**config.mk**
```make
export PLATFORM = sky130hd
export DESIGN_NAME = alu_dec_bcd_conv
export DESIGN_NICKNAME = d
export VERILOG_FILES = /design/src/rtl/alu_dec_bcd_conv.sv
export SDC_FILE = /design/constraint.sdc
export NUM_CORES = 1
export LEC_CHECK = 0
export CAP_MARGIN = 20
export CORE_UTILIZATION = 42
export CTS_CLUSTER_DIAMETER = 150
export CTS_CLUSTER_SIZE = 10
export DETAILED_ROUTE_END_ITERATION = 8
export GPL_TIMING_DRIVEN = 0
export SETUP_SLACK_MARGIN = 0.1
export SLEW_MARGIN = 20
export SYNTH_ARGS = -nofsm -noshare
export SYNTH_HDL_FRONTEND = slang
export SYNTH_SLANG_ARGS = --single-unit
```
**constraint.sdc**
```tcl
create_clock -name clk -period 3.43 [get_ports clk]
set_clock_uncertainty 0.15 [all_clocks]
set_input_delay 0.686 -clock clk [delete_from_list [all_inputs] [get_ports clk]]
set_output_delay 0.686 -clock clk [all_outputs]
set_load 0.05 [all_outputs]
```
**src/rtl/alu_dec_bcd_conv.sv**
```systemverilog
// Sign + packed BCD conversion of the ALU fixed-point result.
// Double-dabble, one magnitude bit per clock, one operand in flight.
module alu_dec_bcd_conv #(
  parameter int IN_W   = 32,
  parameter int DIGITS = 10
) (
  input  logic                  clk,
  input  logic                  rst,
  input  logic                  in_valid,
  output logic                  in_ready,
  input  logic [IN_W-1:0]       dec_in,
  input  logic                  ovf_in,
  input  logic                  udf_in,
  output logic                  out_valid,
  input  logic                  out_ready,
  output logic [4*DIGITS-1:0]   bcd_out,
  output logic                  neg_out,
  output logic                  err_out
);

  localparam int BW = 4 * DIGITS;
  localparam int CW = (IN_W > 1) ? $clog2(IN_W) : 1;
  localparam logic [CW-1:0] LAST = CW'(IN_W - 1);

  typedef enum logic [1:0] {
    IDLE,
    CONV,
    DONE
  } state_t;

  state_t          state;
  logic [IN_W-1:0] mag;
  logic [BW-1:0]   bcd;
  logic [BW-1:0]   adj;
  logic [BW-1:0]   bcd_nx;
  logic [CW-1:0]   cnt;
  logic            neg;
  logic            err;

  // Add-3 correction on every digit >= 5, then shift in the next magnitude bit.
  always_comb begin
    adj = bcd;
    for (int d = 0; d < DIGITS; d++) begin
      if (bcd[4*d +: 4] >= 4'd5)
        adj[4*d +: 4] = bcd[4*d +: 4] + 4'd3;
    end
    bcd_nx = {adj[BW-2:0], mag[IN_W-1]};
  end

  // Conversion FSM with registered handshake and result outputs.
  // Two's-complement negatives are never zero, so neg needs no zero check.
  always_ff @(posedge clk) begin
    if (rst) begin
      state     <= IDLE;
      in_ready  <= 1'b1;
      out_valid <= 1'b0;
      bcd_out   <= '0;
      neg_out   <= 1'b0;
      err_out   <= 1'b0;
      mag       <= '0;
      bcd       <= '0;
      cnt       <= '0;
      neg       <= 1'b0;
      err       <= 1'b0;
    end else begin
      unique case (state)
        IDLE: begin
          if (in_valid) begin
            neg      <= dec_in[IN_W-1];
            mag      <= dec_in[IN_W-1] ? (~dec_in + 1'b1) : dec_in;
            err      <= ovf_in | udf_in;
            bcd      <= '0;
            cnt      <= '0;
            in_ready <= 1'b0;
            state    <= CONV;
          end
        end
        CONV: begin
          bcd <= bcd_nx;
          mag <= {mag[IN_W-2:0], 1'b0};
          cnt <= cnt + 1'b1;
          if (cnt == LAST) begin
            bcd_out   <= bcd_nx;
            neg_out   <= neg;
            err_out   <= err;
            out_valid <= 1'b1;
            state     <= DONE;
          end
        end
        DONE: begin
          if (out_ready) begin
            out_valid <= 1'b0;
            in_ready  <= 1'b1;
            state     <= IDLE;
          end
        end
        default: begin
          state    <= IDLE;
          in_ready <= 1'b1;
        end
      endcase
    end
  end

endmodule

```
* After elaboration in Yosys (flattened, before gate mapping)
Cells that the tools add are included.
** Storage, ports and cells
- Flip-flop bits (word level) :: 125
- Output and inout bits :: 44
- Input bits :: 38
** Operators by class
- Mux-type cells :: 27
- $add $sub $neg :: 12
- Bitwise logic cells :: 3
- Magnitude comparators :: 10
- Eq/ne operators :: 6
- Reduce and logical (&&, ||, !) cells :: 9
** Operators with widths (count)
- 40-bit case mux with 2 select lines :: 1
- 32-bit 2-to-1 mux :: 2
- 32-bit case mux with 2 select lines :: 1
- 4-bit by 3-bit greater-or-equal comparator with 1-bit output (second input constant) :: 10
- 40-bit 2-to-1 mux :: 1
- 4-bit by 2-bit adder with 4-bit output (second input constant) :: 9
- 4-bit 2-to-1 mux :: 9
- 32-bit by 1-bit adder with 32-bit output (second input constant) :: 1
- 32-bit inverter :: 1
- 5-bit case mux with 2 select lines :: 1
- 3-bit AND reduction :: 3
- 2-bit 2-to-1 mux :: 3
- 2-bit inequality test (second input constant) :: 3
- 2-bit case mux with 3 select lines :: 1
- 2-bit AND reduction :: 3
- 5-bit by 1-bit adder with 5-bit output (second input constant) :: 1
- 5-bit == test (second input constant) :: 1
- 5-bit 2-to-1 mux :: 1
- 1-bit 2-to-1 mux :: 4
- 2-bit nonzero test :: 2
- 3-bit by 2-bit adder with 3-bit output (second input constant) :: 1
- 3-bit 2-to-1 mux :: 1
- 1-bit case mux with 3 select lines :: 1
- 2-bit by 1-bit == test with 1-bit output (second input constant) :: 1
- 5 further kinds :: 5

* Longest topological paths before layout
- Word-level depth :: 5
- Mapped depth :: 9

* Least setup slack after synthesis
No wires, ideal clock.
- Path kind :: input-to-reg
- Start point :: input dec_in[0]
- End point :: register mag[24]
- Slack :: 0.577 ns
- Data arrival time :: 2.569 ns
- Path buffers :: 2
- Setup time :: 0.134 ns
- Stages on the path :: 9
- Cells stage by stage :: inv_1 -> ha_1 -> or3b_2 -> clkbuf_2 -> or4_1 -> clkbuf_1 -> o41ai_1 -> xor2_1 -> o22ai_1
** Between the ends
- Word-level cells in the longest chain between the ends :: 5
** Ends and longest elaborated chain
- from (decl) :: line 11 : input logic [IN_W-1:0] dec_in,
- 32-bit inverter :: line 70 : mag <= dec_in[IN_W-1] ? (~dec_in + 1'b1) : dec_in;
- 32-bit by 1-bit adder with 32-bit output :: line 70
- 32-bit 2-to-1 mux :: line 70
- 32-bit 2-to-1 mux :: line 68 : if (in_valid) begin
- 32-bit case mux with 2 select lines :: line 66 : unique case (state)
- to (signal assigned) :: line 70
- to (signal assigned) :: line 80 : mag <= {mag[IN_W-2:0], 1'b0};
- to (decl) :: line 32 : logic [IN_W-1:0] mag;
No other way between the ends. The select of a mux whose other input is x is not followed.
A chain may end at the register's enable or synchronous reset.

* Final worst setup path
- Start point :: input dec_in[0]
- End point :: register mag[18]
Same word-level chain as after synthesis.

==> metrics.md <==
| Metric | Value |
|---|---|
| PD cells | `466 mW/mm^2` |
| Clk buf depth | `2` |
| I/O pins | `82` |
| Total CTS buffers | `17` |
| Endpoint type of the worst setup path | `flop` |
| Status | `finished, final reports clean` |
| Total grt overflow | `0` |
| Net Count, Synth | `842` |
| CP bufs+invs | `4` |
| Max Slew Vio Count | `0` |
| Synthesized instance count | `781` |
| Sink Count | `125` |
| Setup TNS | `0 ns` |
| Drt total wl | `18200 um` |
| Worst-margin pin slew | `0.777 ns` |
| Synthesis Warnings | `0` |
| Critical Path RT | `3.56 ns` |
| Via/cell ratio | `5.67` |
| Clock H-tree levels | `4` |
| RD Place Congestion | `0.845` |
| CP cell instances | `clkdlybuf4s50_1 -> inv_1 -> ha_1 -> or3b_2 -> clkbuf_2 -> or4_1 -> clkbuf_1 -> o41ai_1 -> xor2_1 -> o22ai_1` |
| Commonest non-fill, non-tap cells in the layout | `dfxtp_1 (125), nand2_1 (101), a21oi_1 (88)` |
| Final #Nets | `941` |
| Iteration-0 DRC Markers | `565` |
| Post-DR wirelength/cell | `16.9 um` |
| Finished Layout Cells | `1075` |
| Clk_lat worst skew | `0.42 ns` |
| DRC viols | `0` |
| Commonest non-fill, non-tap cell in the layout | `dfxtp_1` |
| Peak supply drop | `0.361 mV` |
| Post-synth EDFFs | `0` |
| Post-CTS Hold Fix Bufs | `0` |
| Die Wd | `124 um` |
| Netlist cell types | `55` |
| Crit Path Max Fanout | `7` |
| Setup repair bufs after CTS | `0` |
| Post-synth top flop | `dfxtp_1` |
| Via Count | `6099` |
| Crit path max-delay cell type | `clkdlybuf4s50_1` |
| Sequential fraction of the synthesis area | `39.7%` |
| CP Launch Type | `primary input` |
| Total track usage | `24.3%` |
| DIE AREA | `0.0155 mm^2` |
| Max cap viols | `0` |
| Max-slew headroom | `48.2%` |
| Max Fclk | `306 MHz` |
| Reg clk slew, reported paths | `0.06 ns` |
| Slowest cell delay on critical path | `0.48 ns` |
| CP Class | `in -> reg` |
| Final Setup Violations | `0` |
| CTS tree | `done` |
| Period utilization | `95.2%` |
| Syn avg cell area | `8.07 um^2` |
| Initial core utilization | `43.2%` |
| Hold Path Class | `reg -> reg` |
| Leakage power | `2.76 nW` |
| Ant diodes | `0` |
| Data arrival time of the worst path | `3.39 ns` |
| First-pass GRT wire length | `30000 um` |
| Row count | `44` |
| CP top delay family | `buffers and inverters` |
| CTS resizes | `0` |
| DIE HEIGHT | `124 um` |
| RSZ-0062 raised after global routing | `true` |
| IO buf count | `80` |
| Area Growth Syn to Fin | `26.1%` |
| DR pass1 iterations | `5` |
| Async set-reset flop share out of synthesis | `0%` |
| Share of layout cells above drive strength 1 | `5.50%` |
| Final HPWL DP | `13000 um` |
| Routed Antenna Nets | `0` |
| Final Hold Fails | `0` |
| Min Tclk post-route | `3.27 ns` |
| Core box area | `0.0146 mm^2` |
| Vias in the first global route | `5949` |
| #FFs+latches synth | `125` |
| Initial antenna violation count | `0` |
| Pin count of the biggest net entering global routing | `17` |
| Cells after DPL | `1045` |
| Clk root buf | `clkbuf_16` |
| Final Util | `54.5%` |
| Netlist Area Pre-Place | `0.00630 mm^2` |
[final timing paths]
path	end	cells past startpoint	slack, ns	startpoint
max	mag[18]	10	0.16	dec_in[0]
min	bcd_out[12]	2	0.30	bcd_out[12]
max reg2reg	bcd[15]	7	0.58	state[1]
min reg2reg	bcd_out[12]	2	0.30	bcd_out[12]
[routing by layer]
metal,wire length [um],share of wire (%),GRT usage (%),vias up
met5,0,0,0,-
met4,278,1.5,7.94,0
met3,823,4.5,5.03,37
met2,9070,50,43.0,175
met1,8020,44,29.1,2904
li1,-,-,-,2983
[sequential cells by signal (all words and copies together), names as in the netlist]
name	cells
err_out	1
neg	1
err	1
mag	32
neg_out	1
out_valid	1
bcd_out	40
cnt	5
in_ready	1
bcd	40
state	2
[worst register-to-register path, cell delays in order (launching register included)]
cell and delay, ns:
dfxtp_1 0.29, clkbuf_1 0.21, nor2b_1 0.25, clkbuf_1 0.47
buf_1 0.46, clkbuf_1 0.60, nand3_1 0.18, a21oi_1 0.17
[layout make-up]
type | count | area [um^2]
Buffer | 57 | 228
Clock buffer | 24 | 492
Clock inverter | 6 | 109
Fill cell | 1375 | 6640
Inverter | 23 | 86.3
Multi-Input combinational cell | 576 | 3500
Sequential cell | 125 | 2500
Tap cell | 184 | 230
Timing Repair Buffer | 80 | 801
[report_power, final]
group	switching, mW	total (mW)	internal, mW
Clock	0.634	1.84	1.21
Sequential	0.0207	1.51	1.49
Combinational	0.221	0.348	0.127
[cell families after synthesis]
kind of cell             after synthesis  synth area share [%]
XOR/XNOR                              31                  4.31
flip-flops                           125                  39.7
adder cells (fa/ha/maj)               23                  4.57
AO/OA/AOI/OAI                        222                  22.4
buffers and inverters                 80                  4.98
multiplexers                          11                  1.75
AND/OR/NAND/NOR                      289                  22.3
[Yosys cell counts, types with 5 or more instances]
master    count  area share (%)
nand2b_1     22             2.2
nor2_1       61             3.6
nand2_1     101             6.0
and3_1       12             1.2
a211oi_1     14             1.7
o41ai_1      10             1.4
inv_1        23             1.4
xnor2_1      20             2.8
a22oi_1      40             4.8
o22ai_1      11             1.1
mux2i_1      11             1.7
nand3_1      21             1.7
xor2_1       11             1.5
nor4_1        5            0.50
a21oi_1      88             7.0
dfxtp_1     125              40
o21ai_0      32             2.5
o31ai_1       8            0.95
ha_1         23             4.6
nor3_1       25             2.0
clkbuf_1     49             2.9
nor3b_1      13             1.5
[per-stage QoR]
step / area [um^2] / hold slack, ns / total power, mW / setup WS (ns)
2_1_floorplan: 6300 / 0.282 / 1.74 / 0.577
4_1_cts: 7930 / 0.305 / 3.72 / 0.165
5_1_grt: 7950 / 0.317 / 3.83 / 0.0504
3_5_place_dp: 7330 / 0.298 / 1.88 / -0.264
6_report: 7950 / 0.304 / 3.70 / 0.165
3_3_place_gp: 7330 / 0.294 / 1.88 / -0.266
No activity file was read; power rests on OpenSTA's default activity.
